<file path="src/rtl/led_16_pkg.sv">
// Shared types and constants for the 16-LED pattern controller.
//   mode_e : pattern selector (rotate / bounce)
//   dir_e  : travel direction of the bouncing light
//   LED_INIT / LED_MSB : end positions of the one-hot LED word
//   is_one_hot() : true when exactly one bit of a 16-bit word is set
package led_16_pkg;

    typedef enum logic {
        MODE_ROTATE = 1'b0,
        MODE_BOUNCE = 1'b1
    } mode_e;

    typedef enum logic {
        DIR_UP,
        DIR_DOWN
    } dir_e;

    localparam logic [15:0] LED_INIT = 16'h0001;
    localparam logic [15:0] LED_MSB  = 16'h8000;

    function automatic logic is_one_hot(input logic [15:0] v);
        return (v != 16'h0000) && ((v & (v - 16'h0001)) == 16'h0000);
    endfunction

endpackage

</file>
<file path="src/rtl/led_tick_gen.sv">
// Step-rate divider for the LED controller.
//   clk, rst   : system clock, asynchronous active-low reset
//   speed_i    : synchronized speed switch (1 = DIV_FAST, 0 = DIV_SLOW)
//   clear_i    : forces the counter to 0 and suppresses the tick this cycle
//   tick_o     : one-cycle pulse every DIV clocks
module led_tick_gen #(
    parameter int unsigned DIV_FAST = 4,
    parameter int unsigned DIV_SLOW = 16,
    parameter int unsigned CNT_W    = 16
) (
    input  logic clk,
    input  logic rst,
    input  logic speed_i,
    input  logic clear_i,
    output logic tick_o
);

    localparam logic [CNT_W-1:0] FAST_LAST = CNT_W'(DIV_FAST - 1);
    localparam logic [CNT_W-1:0] SLOW_LAST = CNT_W'(DIV_SLOW - 1);

    logic [CNT_W-1:0] cnt_q, cnt_d;
    logic             speed_q;
    logic [CNT_W-1:0] last;
    logic             speed_chg;

    assign last      = speed_i ? FAST_LAST : SLOW_LAST;
    // Restart on a rate change so the count can never sit above the new terminal value.
    assign speed_chg = (speed_i != speed_q);

    always_comb begin
        cnt_d  = cnt_q + CNT_W'(1);
        tick_o = 1'b0;
        if (clear_i || speed_chg) begin
            cnt_d = '0;
        end else if (cnt_q == last) begin
            cnt_d  = '0;
            tick_o = 1'b1;
        end
    end

    always_ff @(posedge clk or negedge rst) begin
        if (!rst) begin
            cnt_q   <= '0;
            speed_q <= 1'b0;
        end else begin
            cnt_q   <= cnt_d;
            speed_q <= speed_i;
        end
    end

endmodule

</file>
<file path="src/rtl/led_16_controller.sv">
// Sixteen-LED pattern generator: rotating or bouncing one-hot light.
//   clk, rst    : system clock, asynchronous active-low reset
//   speed       : async switch, 1 = fast step rate, 0 = slow
//   state_ctrl  : async switch, 0 = rotate, 1 = bounce
//   led[15:0]   : registered active-high LED drive
//   clk_show    : registered, toggles on every step
module led_16_controller
    import led_16_pkg::*;
#(
    parameter int unsigned DIV_FAST = 4,
    parameter int unsigned DIV_SLOW = 16,
    parameter int unsigned CNT_W    = 16
) (
    input  logic        clk,
    input  logic        rst,
    input  logic        speed,
    input  logic        state_ctrl,
    output logic [15:0] led,
    output logic        clk_show
);

    logic        speed_s1_q, speed_s2_q;
    logic        state_s1_q, state_s2_q;
    logic [15:0] led_q, led_d;
    logic        show_q, show_d;
    mode_e       mode_q, mode_d;
    dir_e        dir_q, dir_d;
    logic        mode_chg;
    logic        tick;

    assign mode_chg = (mode_q != mode_e'(state_s2_q));

    led_tick_gen #(
        .DIV_FAST (DIV_FAST),
        .DIV_SLOW (DIV_SLOW),
        .CNT_W    (CNT_W)
    ) u_tick_gen (
        .clk     (clk),
        .rst     (rst),
        .speed_i (speed_s2_q),
        .clear_i (mode_chg),
        .tick_o  (tick)
    );

    always_comb begin
        led_d  = led_q;
        show_d = show_q;
        mode_d = mode_q;
        dir_d  = dir_q;
        if (mode_chg) begin
            // Pattern restart takes priority over any step this cycle.
            mode_d = mode_e'(state_s2_q);
            led_d  = LED_INIT;
            dir_d  = DIR_UP;
        end else if (tick) begin
            show_d = ~show_q;
            if (!is_one_hot(led_q)) begin
                led_d = LED_INIT;
                dir_d = DIR_UP;
            end else if (mode_q == MODE_ROTATE) begin
                led_d = {led_q[14:0], led_q[15]};
            end else begin
                unique case (dir_q)
                    DIR_UP: begin
                        if (led_q == LED_MSB) begin
                            dir_d = DIR_DOWN;
                            led_d = led_q >> 1;
                        end else begin
                            led_d = led_q << 1;
                        end
                    end
                    DIR_DOWN: begin
                        if (led_q == LED_INIT) begin
                            dir_d = DIR_UP;
                            led_d = led_q << 1;
                        end else begin
                            led_d = led_q >> 1;
                        end
                    end
                    default: led_d = LED_INIT;
                endcase
            end
        end
    end

    always_ff @(posedge clk or negedge rst) begin
        if (!rst) begin
            speed_s1_q <= 1'b0;
            speed_s2_q <= 1'b0;
            state_s1_q <= 1'b0;
            state_s2_q <= 1'b0;
            led_q      <= LED_INIT;
            show_q     <= 1'b0;
            mode_q     <= MODE_ROTATE;
            dir_q      <= DIR_UP;
        end else begin
            speed_s1_q <= speed;
            speed_s2_q <= speed_s1_q;
            state_s1_q <= state_ctrl;
            state_s2_q <= state_s1_q;
            led_q      <= led_d;
            show_q     <= show_d;
            mode_q     <= mode_d;
            dir_q      <= dir_d;
        end
    end

    assign led      = led_q;
    assign clk_show = show_q;

endmodule

</file>
<file path="config.mk">
export PLATFORM = sky130hd
export DESIGN_NAME = led_16_controller
export DESIGN_NICKNAME = d
export VERILOG_FILES = /design/src/rtl/led_16_pkg.sv /design/src/rtl/led_tick_gen.sv /design/src/rtl/led_16_controller.sv
export SDC_FILE = /design/constraint.sdc
export NUM_CORES = 1
export LEC_CHECK = 0
export ABC_AREA = 1
export BUFFER_PORTS_ARGS = -buffer_cell sky130_fd_sc_hd__buf_2
export CAP_MARGIN = 20
export CORE_MARGIN = 1.5
export CORE_UTILIZATION = 50
export CTS_CLUSTER_SIZE = 28
export DETAILED_ROUTE_END_ITERATION = 8
export GPL_TIMING_DRIVEN = 0
export PLACE_DENSITY = 0.66
export SLEW_MARGIN = 20
export SYNTH_ARGS = -nofsm -noshare
export SYNTH_HDL_FRONTEND = slang
export SYNTH_SLANG_ARGS = --single-unit
</file>
<file path="constraint.sdc">
create_clock -name clk -period 6.2 [get_ports clk]
set_input_delay 0.93 -clock clk [delete_from_list [all_inputs] [get_ports clk]]
set_output_delay 0.93 -clock clk [all_outputs]
set_load 0.05 [all_outputs]
</file>
==> flow_summary_export.csv, run 1 <==
group,metric,value,unit
outcome,status,"finished clean",
yosys,synth_top_area_frac,0.379,
detailed_routing,wl,5610,um
grt,grt_overflow_total,0,
yosys,netlist_instances,356,
placed_design,pre_cts_slack,3.34,ns
yosys,synthesis.area,2570,um^2
yosys,syn_area_per_cell,7.23,um^2
yosys,synth_cell_types,35,
timing,layout_setup_ws,3.34,ns
setup_path,critical_path_required,6.39,ns
pwr,combPwrFrac,0.374,
clock_network,cts_max_path_buffers,2,
clock_network,post_cts_buffers,0,
clock_network,cts_htree_levels,2,
final_layout,final_net_count,389,
timing,period_minus_slack,2.86,ns
pwr,p_int,497,uW
yosys,seq_area_frac_synth,0.390,
detailed_routing,avgRoutedWirePerCell,12.4,um
detailed_routing,antenna_left,0,
yosys,netlist_top_cells_area,"dfrtp_1 38%, nand2_1 12%, nor2_1 7.7%, inv_1 6.1%, nand3_1 3.9%",
setup_path,worstSetupPathType,"flop to flop",
detailed_routing,vias,2326,
floorplanning,num_rows,25,
clock_network,numClockSinks,40,
timing,skew,0.0147,ns
grt,grt_max_degree,41,
detailed_routing,drt-initial-drc-count,208,
min_path,hold_class,"flop to flop",
final_layout,drive_gt1_frac,0.193,
yosys,yosysMostFrequentCell,"nand2_1",
pwr,ir_drop,0.193,mV
grt,antenna_found_initial,0,
timing,setup_viol,0,
clock_network,cts_resized,0,
pwr,seqPwrFrac,0.348,
yosys,synth_seq_cells,40,
pwr,leakage,0.00145,uW
placed_design,port_buffers,20,
grt,grt_pass1_wl,9430,um
pwr,pwr_density_cell,285,nW/um^2
pwr,pwr-share-clk,0.278,
grt,grt_usage,0.222,
yosys,async_flop_share,1.00,
clock_network,tritoncts,"done",
yosys,synth_fp_nets,362,
job,cap_violations,0,
setup_path,path_max_fanout,10,
timing,hold_violations,0,
timing,slew_viol_final,0,
setup_path,crit_path_start_kind,"flop",
yosys,synth-edff-count,0,
clock_network,clk-insertion-delay-late,0.30,ns
yosys,yosys_warnings,0,
detailed_routing,drc,0,
pwr,p_switching,324,uW
clock_network,clkSlewWorstSetupHoldPaths,0.09,ns
timing,rsz0062_at_grt,"false",
timing,max_freq,350,MHz
clock_network,clk_root_buffer_cell,"clkbuf_8",
floorplanning,coreArea,4850,um^2
final_layout,nFillCells,466,
setup_path,end_kind,"flop",
timing,post-route-period-util,0.461,
setup_path,cp.arrival,3.05,ns
timing,worst_slew_pin_slew,0.869,ns
grt,grt_pass1_vias,2187,
clock_network,hold_buffers,0,
timing,max-slew-margin-rel,0.420,
floorplanning,initial_utilization,0.531,
detailed_routing,viasPerCell,5.16,
floorplanning,io_pins,21,
yosys,ys_dominant_reg_cell,"dfrtp_1",
detailed_routing,dr.pass1.iters,4,
final_layout,antennaDiodeCount,0,
yosys,synthTopCellsByCount,"83 x nand2_1, 53 x nor2_1, 42 x inv_1",
placed_design,gp_congestion,0.936,
clock_network,cts_buffers,5,
placed_design,place_hpwl,4110,um
floorplanning,dieArea,5580,um^2
timing,tns,0,ns
floorplanning,dieWidth,74.7,um
pwr,swShare,0.394,
floorplanning,die_h,74.7,um
final_layout,syn_to_final_growth,11.9,%
yosys,yosysTopAreaCell,"dfrtp_1",
-- placed cells by master (no fill, tap or decap), types with 2 or more instances in the layout --
| cell | netlist | layout |
|---|---|---|
| nand4_1 | 2 | 2 |
| nor4_1 | 2 | 2 |
| nor3_2 | 4 | 4 |
| nand2_2 | 14 | 14 |
| o21ai_1 | 5 | 5 |
| nor3b_1 | 3 | 3 |
| o21a_1 | 2 | 2 |
| nor2_4 | 4 | 4 |
| nor2_1 | 53 | 53 |
| clkbuf_8 | 0 | 6 |
| nor2_2 | 5 | 5 |
| nor3_1 | 13 | 13 |
| o21ai_2 | 10 | 10 |
| nand3_1 | 20 | 20 |
| nand2_1 | 83 | 83 |
| dfrtp_1 | 39 | 39 |
| o21ai_0 | 7 | 7 |
| ha_1 | 2 | 2 |
| xor2_1 | 5 | 5 |
| o21bai_1 | 2 | 2 |
| inv_1 | 42 | 42 |
| clkbuf_1 | 5 | 5 |
| a21oi_1 | 19 | 19 |
| buf_2 | 1 | 21 |
| nand3_2 | 2 | 2 |
| a31oi_1 | 2 | 2 |
-- logic make-up after synthesis --
family,Yosys count,share of synthesized area
xor gates and xnor gates,6,0.0204
buffers and inverters,52,0.0841
AOI/OAI and AO/OA,48,0.113
DFF,40,0.390
adders and majority gates,2,0.00973
and+or+nand+nor,208,0.383
-- final cells by class --
type	instances	area, um^2	share of cell area
buffer	9	55.1	0.0191
inverter	43	161	0.0561
sequential	40	1000	0.348
multi-input combinational	264	1350	0.470
timing repair buffer	20	100	0.0348
clock inverter	2	38.8	0.0135
clock buffer	6	82.6	0.0287
tap	67	83.8	0.0291
-- per-layer routing --
metal / vias up / share of wire / wire (um) / GRT usage
met5: - / 0 / 0 / 0
met4: 0 / 0.014 / 77 / 0.0707
met3: 11 / 0.044 / 249 / 0.0442
met2: 50 / 0.50 / 2830 / 0.410
met1: 1079 / 0.44 / 2460 / 0.258
li1: 1186 / - / - / -
-- path summary, 6_finish.rpt --
kind,slack [ns],cells after the start,endpoint,start
max,3.34,9,led[14]$_DFFE_PN0P_,mode_q$_DFFE_PN0N_
min,0.36,0,state_s2_q$_DFF_PN0_,state_s1_q$_DFF_PN0_
max reg2reg,3.34,9,led[14]$_DFFE_PN0P_,mode_q$_DFFE_PN0N_
min reg2reg,0.36,0,state_s2_q$_DFF_PN0_,state_s1_q$_DFF_PN0_
max in group asynchronous,4.90,1,u_tick_gen.cnt_q[8]$_DFF_PN0_,rst
min in group asynchronous,0.75,1,u_tick_gen.cnt_q[15]$_DFF_PN0_,rst
-- power groups by stage --
stage / logic (uW) / registers (uW) / clock network (uW)
after floorplan: 227 / 301 / 0
after global placement: 305 / 291 / 0
after detailed placement: 307 / 291 / 0
after CTS: 308 / 286 / 234
after global routing: 346 / 287 / 243
final: 307 / 286 / 228
-- worst max-delay path, cell delays in order, from the launching register on --
cell and delay, ns:
dfrtp_1 0.37, clkbuf_1 0.20, inv_1 0.22, clkbuf_1 0.44, ha_1 0.37, nor3_2 0.32
nand3_2 0.26, nand2_2 0.24, buf_4 0.25, o21ai_1 0.07
-- sequential cells by signal (all words and copies together) (netlist names) --
name / cells
led: 16
u_tick_gen.cnt_q: 16
clk_show: 1
dir_q: 1
mode_q: 1
speed_s1_q: 1
speed_s2_q: 1
state_s1_q: 1
state_s2_q: 1
u_tick_gen.speed_q: 1
-- metrics by stage --
stage	area, um^2	hold slack [ns]	util	instances	power, uW
floorplan	2570	0.331	-	356	528
global placement	2760	0.332	0.569	443	595
detailed placement	2760	0.340	0.569	443	598
CTS	2880	0.359	0.594	451	828
global route	2880	0.371	0.594	451	876
finish	2880	0.356	0.594	451	821
No activity file was read; power rests on OpenSTA's default activity.
==> inputs of run 2 (changes only) <==
PLACE_DENSITY = 0.69   (was 0.66)
clock period = 2.5 ns   (was 6.2 ns; I/O delays follow)
==> run 2 against run 1 <==
Effect of this change:
- global-route usage is 0.73 points higher
- sequential share of layout area is 0.10 points higher
- total power is 140% higher
- first-iteration DRC count is 32% higher
- final cell count is 0.22% lower
- via count is 0.90% higher
- sequential power grew to 2.6 times the previous value
- critical endpoint is now led[15]$_DFFE_PN0P_
- largest cell class unchanged
- largest power group unchanged
==> flow_summary_export.csv, run 2 (synthesis results as in run 1) <==
group,metric,value,unit
setup_path,path_max_fanout,10,
setup_path,critical-path-top-delay-family,"simple AND/OR/NAND/NOR gates",
final_layout,drive_gt1_frac,0.201,
detailed_routing,dr.pass1.iters,4,
grt,grt_pass1_wl,9780,um
final_layout,final_cell_mix,"83 x nand2_1, 53 x nor2_1, 41 x inv_1, 38 x dfrtp_1, 21 x buf_2",
timing,layout_setup_ws,0.292,ns
setup_path,critPathBufInv,2,
placed_design,port_buffers,20,
clock_network,cts_buffers,5,
setup_path,worst_path_max_delay_cell,"dfrtp_2",
pwr,ir_drop,0.399,mV
min_path,hold_class,"input port to async pin",
final_layout,final_common_cell,"nand2_1",
floorplanning,coreArea,4850,um^2
placed_design,postPlaceCellArea,2760,um^2
timing,rsz0062_at_grt,"false",
floorplanning,dieArea,5580,um^2
detailed_routing,wl,5690,um
timing,max-slew-margin-rel,0.422,
detailed_routing,vias,2347,
timing,setup_viol,0,
job,cap_violations,0,
setup_path,r2r_start,"mode_q$_DFFE_PN0N_",
detailed_routing,drc,0,
placed_design,gp_congestion,0.846,
floorplanning,die_h,74.7,um
grt,grt_overflow_total,0,
setup_path,reg2reg_slack,0.29,ns
clock_network,cts_max_path_buffers,2,
placed_design,pre_cts_slack,-0.298,ns
detailed_routing,avgRoutedWirePerCell,12.6,um
final_layout,final_net_count,388,
setup_path,crit_path_start_kind,"flop",
timing,skew,0.0129,ns
detailed_routing,antenna_left,0,
clock_network,cts_htree_levels,2,
setup_path,worstRegToRegCells,7,
placed_design,place_hpwl,4200,um
timing,hold_violations,0,
final_layout,final_area,2870,um^2
grt,grt_pass1_vias,2215,
setup_path,cp.arrival,2.39,ns
grt,grt_usage,0.229,
detailed_routing,drt-initial-drc-count,274,
setup_path,critical_path_required,2.68,ns
timing,post-route-period-util,0.883,
pwr,pwr_density_cell,699,nW/um^2
pwr,leakage,0.00144,uW
pwr,power.total,2010,uW
clock_network,clk-insertion-delay-late,0.29,ns
detailed_routing,viasPerCell,5.22,
grt,grt_max_degree,41,
timing,holdWs,0.188,ns
setup_path,slowest_delay,0.48,ns
final_layout,post-route-util,0.593,
grt,antenna_found_initial,0,
setup_path,path_cells,"clkinvlp_4, ha_1, nor3_2, nand3_2, nand2_2, buf_4, o21ai_1",
floorplanning,dieWidth,74.7,um
timing,max_freq,453,MHz
clock_network,clk_root_buffer_cell,"clkbuf_8",
setup_path,end_kind,"flop",
timing,worst_slew_pin_slew,0.867,ns
setup_path,worstSetupPathType,"flop to flop",
setup_path,reg2reg_to,"led[15]$_DFFE_PN0P_",
timing,slew_viol_final,0,
timing,period_minus_slack,2.21,ns
clock_network,clkSlewWorstSetupHoldPaths,0.09,ns
clock_network,numClockSinks,40,
final_layout,antennaDiodeCount,0,
outcome,status,"finished clean",
floorplanning,initial_utilization,0.531,
floorplanning,io_pins,21,
floorplanning,num_rows,25,
clock_network,tritoncts,"done",
final_layout,syn_to_final_growth,11.7,%
run 2: final cells by class:
class | count | area (um^2)
multi-input combinational | 264 | 1350
sequential | 40 | 1000
clock buffer | 5 | 68.8
clock inverter | 3 | 42.5
timing repair buffer | 21 | 108
inverter | 43 | 165
buffer | 7 | 47.5
tap | 67 | 83.8
fill | 469 | 1980
run 2: how the worst max path moves through the flow:
stage                            start                   to  slack [ns]  cells past startpoint
CTS                 mode_q$_DFFE_PN0N_  led[15]$_DFFE_PN0P_        0.15                      7
detailed placement  mode_q$_DFFE_PN0N_  led[15]$_DFFE_PN0P_       -0.30                      9
floorplan           mode_q$_DFFE_PN0N_   led[6]$_DFFE_PN0P_        0.22                     10
global placement    mode_q$_DFFE_PN0N_  led[14]$_DFFE_PN0P_       -0.29                      9
global route        mode_q$_DFFE_PN0N_  led[14]$_DFFE_PN0P_        0.14                      7
finish              mode_q$_DFFE_PN0N_  led[15]$_DFFE_PN0P_        0.29                      7
run 2: repair_timing:
item | CTS | global route
gates resized for setup | 1 | 1
buffers inserted | 1 | 0
pin swaps | 0 | 0
hold buffers | 0 | 0
endpoints found under the setup margin | 19 | 3
run 2: metal layers:
| metal | vias up | part of all wire | routed length, um | GRT usage |
|---|---|---|---|---|
| li1 | 1184 | - | - | - |
| met1 | 1105 | 0.43 | 2470 | 0.280 |
| met2 | 49 | 0.51 | 2890 | 0.407 |
| met3 | 9 | 0.040 | 226 | 0.0415 |
| met4 | 0 | 0.017 | 99 | 0.0788 |
| met5 | - | 0 | 0 | 0 |
run 2: power by group:
part	switching, uW	internal, uW
Sequential	45.7	688
Combinational	520	227
Clock	232	295
run 2: metrics by stage:
| stage | cells | setup TNS (ns) |
|---|---|---|
| 2_1_floorplan | 356 | 0 |
| 5_1_grt | 450 | 0 |
| 6_report | 450 | 0 |
| 4_1_cts | 450 | 0 |
| 3_3_place_gp | 443 | -3.55 |
| 3_5_place_dp | 443 | -3.50 |
==> inputs of run 3 (changes only) <==
MAX_ROUTING_LAYER = met4   (was not set)
==> run 3 against run 2 <==
Effect of this change:
- sequential power hardly changed
- setup slack improved by 0.0087 ns
- global-route usage is 0.69 points higher
- largest power group unchanged
==> flow_summary_export.csv, run 3 (synthesis results as in run 1) <==
group,metric,value,unit
outcome,status,"finished clean",
timing,skew,0.0124,ns
timing,max-slew-margin-rel,0.421,
floorplanning,num_rows,25,
setup_path,worst_path_max_delay_cell,"dfrtp_2",
timing,period_minus_slack,2.20,ns
clock_network,clk_root_buffer_cell,"clkbuf_8",
setup_path,critPathBufInv,2,
final_layout,final_common_cell,"nand2_1",
grt,grt_pass1_wl,9790,um
setup_path,path_cells,"clkinvlp_4, ha_1, nor3_2, nand3_2, nand2_2, buf_4, o21ai_1",
setup_path,worstRegToRegCells,7,
clock_network,cts_buffers,5,
clock_network,cts_htree_levels,2,
final_layout,final_cell_mix,"83 x nand2_1, 53 x nor2_1, 41 x inv_1, 38 x dfrtp_1, 21 x buf_2",
pwr,leakage,0.00144,uW
grt,grt_pass1_vias,2207,
pwr,pwr-share-clk,0.263,
final_layout,antennaDiodeCount,0,
pwr,combPwrFrac,0.372,
detailed_routing,avgRoutedWirePerCell,12.6,um
setup_path,worstSetupPathType,"flop to flop",
clock_network,clk-insertion-delay-late,0.30,ns
grt,grt_max_degree,41,
final_layout,drive_gt1_frac,0.201,
pwr,swShare,0.398,
pwr,p_int,1210,uW
timing,slew_viol_final,0,
timing,max_freq,455,MHz
setup_path,critical_path_required,2.68,ns
setup_path,critical-path-top-delay-family,"simple AND/OR/NAND/NOR gates",
clock_network,hold_buffers,0,
grt,grt_usage,0.236,
floorplanning,initial_utilization,0.531,
final_layout,final_area,2870,um^2
timing,post-route-period-util,0.880,
placed_design,dpl.cell_count,443,
setup_path,end_kind,"flop",
timing,rsz0062_at_grt,"false",
final_layout,post-route-util,0.593,
setup_path,crit_path_start_kind,"flop",
setup_path,r2r_start,"mode_q$_DFFE_PN0N_",
detailed_routing,dr.pass1.iters,4,
setup_path,reg2reg_to,"led[15]$_DFFE_PN0P_",
setup_path,path_max_fanout,10,
detailed_routing,viasPerCell,5.25,
timing,hold_violations,0,
clock_network,clkSlewWorstSetupHoldPaths,0.09,ns
pwr,ir_drop,0.399,mV
clock_network,cts_max_path_buffers,2,
final_layout,finalNonFillerCells,450,
floorplanning,dieArea,5580,um^2
clock_network,tritoncts,"done",
pwr,p_switching,799,uW
placed_design,postPlaceCellArea,2760,um^2
pwr,seqPwrFrac,0.365,
placed_design,gp_congestion,0.860,
final_layout,syn_to_final_growth,11.7,%
detailed_routing,wl,5690,um
floorplanning,io_pins,21,
floorplanning,coreArea,4850,um^2
setup_path,reg2reg_slack,0.30,ns
job,cap_violations,0,
detailed_routing,drc,0,
setup_path,slowest_delay,0.48,ns
clock_network,numClockSinks,40,
grt,antenna_found_initial,0,
pwr,power.total,2010,uW
grt,grt_overflow_total,0,
final_layout,final_net_count,388,
placed_design,port_buffers,20,
pwr,pwr_density_cell,699,nW/um^2
timing,setup_viol,0,
detailed_routing,antenna_left,0,
placed_design,place_hpwl,4200,um
min_path,hold_class,"input port to async pin",
detailed_routing,drt-initial-drc-count,273,
floorplanning,dieWidth,74.7,um
timing,worst_slew_pin_slew,0.869,ns
setup_path,cp.arrival,2.38,ns
detailed_routing,vias,2362,
floorplanning,die_h,74.7,um
[run 3: timing repair]
action | CTS | global route
setup endpoints to repair | 19 | 3
pin swaps | 0 | 0
resized for setup | 1 | 1
buffers inserted | 1 | 0
[run 3: layout make-up]
| class | count | area [um^2] |
|---|---|---|
| fillers | 469 | 1980 |
| multi-input cells | 264 | 1350 |
| flip-flops and latches | 40 | 1000 |
| inverters | 43 | 165 |
| repair buffers | 21 | 108 |
| well taps | 67 | 83.8 |
| clock buffers | 5 | 68.8 |
| plain buffers | 7 | 47.5 |
| clock inverters | 3 | 42.5 |
[run 3: layer usage]
layer,part of all wire,global-route usage,up-vias
met5,0,-,-
met3,0.041,0.0415,11
li1,-,-,1185
met4,0.020,0.0788,0
met1,0.44,0.279,1116
met2,0.50,0.408,50
[run 3: stage by stage]
step	hold WS (ns)	setup WS [ns]	setup TNS [ns]
finish	0.187	0.300	0
global route	0.179	0.138	0
CTS	0.177	0.147	0
detailed placement	0.335	-0.298	-3.50
global placement	0.332	-0.287	-3.55
floorplan	0.0794	0.220	0
[run 3: power by group through the flow]
stage,Combinational (uW),Sequential [uW],Clock (uW)
2_1_floorplan,563,746,0
3_3_place_gp,747,720,0
3_5_place_dp,755,722,0
4_1_cts,749,732,537
5_1_grt,866,741,568
6_report,747,733,528
[run 3: worst max-delay path by stage]
stage / start / to / slack (ns) / cells after the start
final: mode_q$_DFFE_PN0N_ / led[15]$_DFFE_PN0P_ / 0.30 / 7
after floorplan: mode_q$_DFFE_PN0N_ / led[6]$_DFFE_PN0P_ / 0.22 / 10
after global routing: mode_q$_DFFE_PN0N_ / led[14]$_DFFE_PN0P_ / 0.14 / 7
after global placement: mode_q$_DFFE_PN0N_ / led[14]$_DFFE_PN0P_ / -0.29 / 9
after CTS: mode_q$_DFFE_PN0N_ / led[15]$_DFFE_PN0P_ / 0.15 / 7
after detailed placement: mode_q$_DFFE_PN0N_ / led[15]$_DFFE_PN0P_ / -0.30 / 9
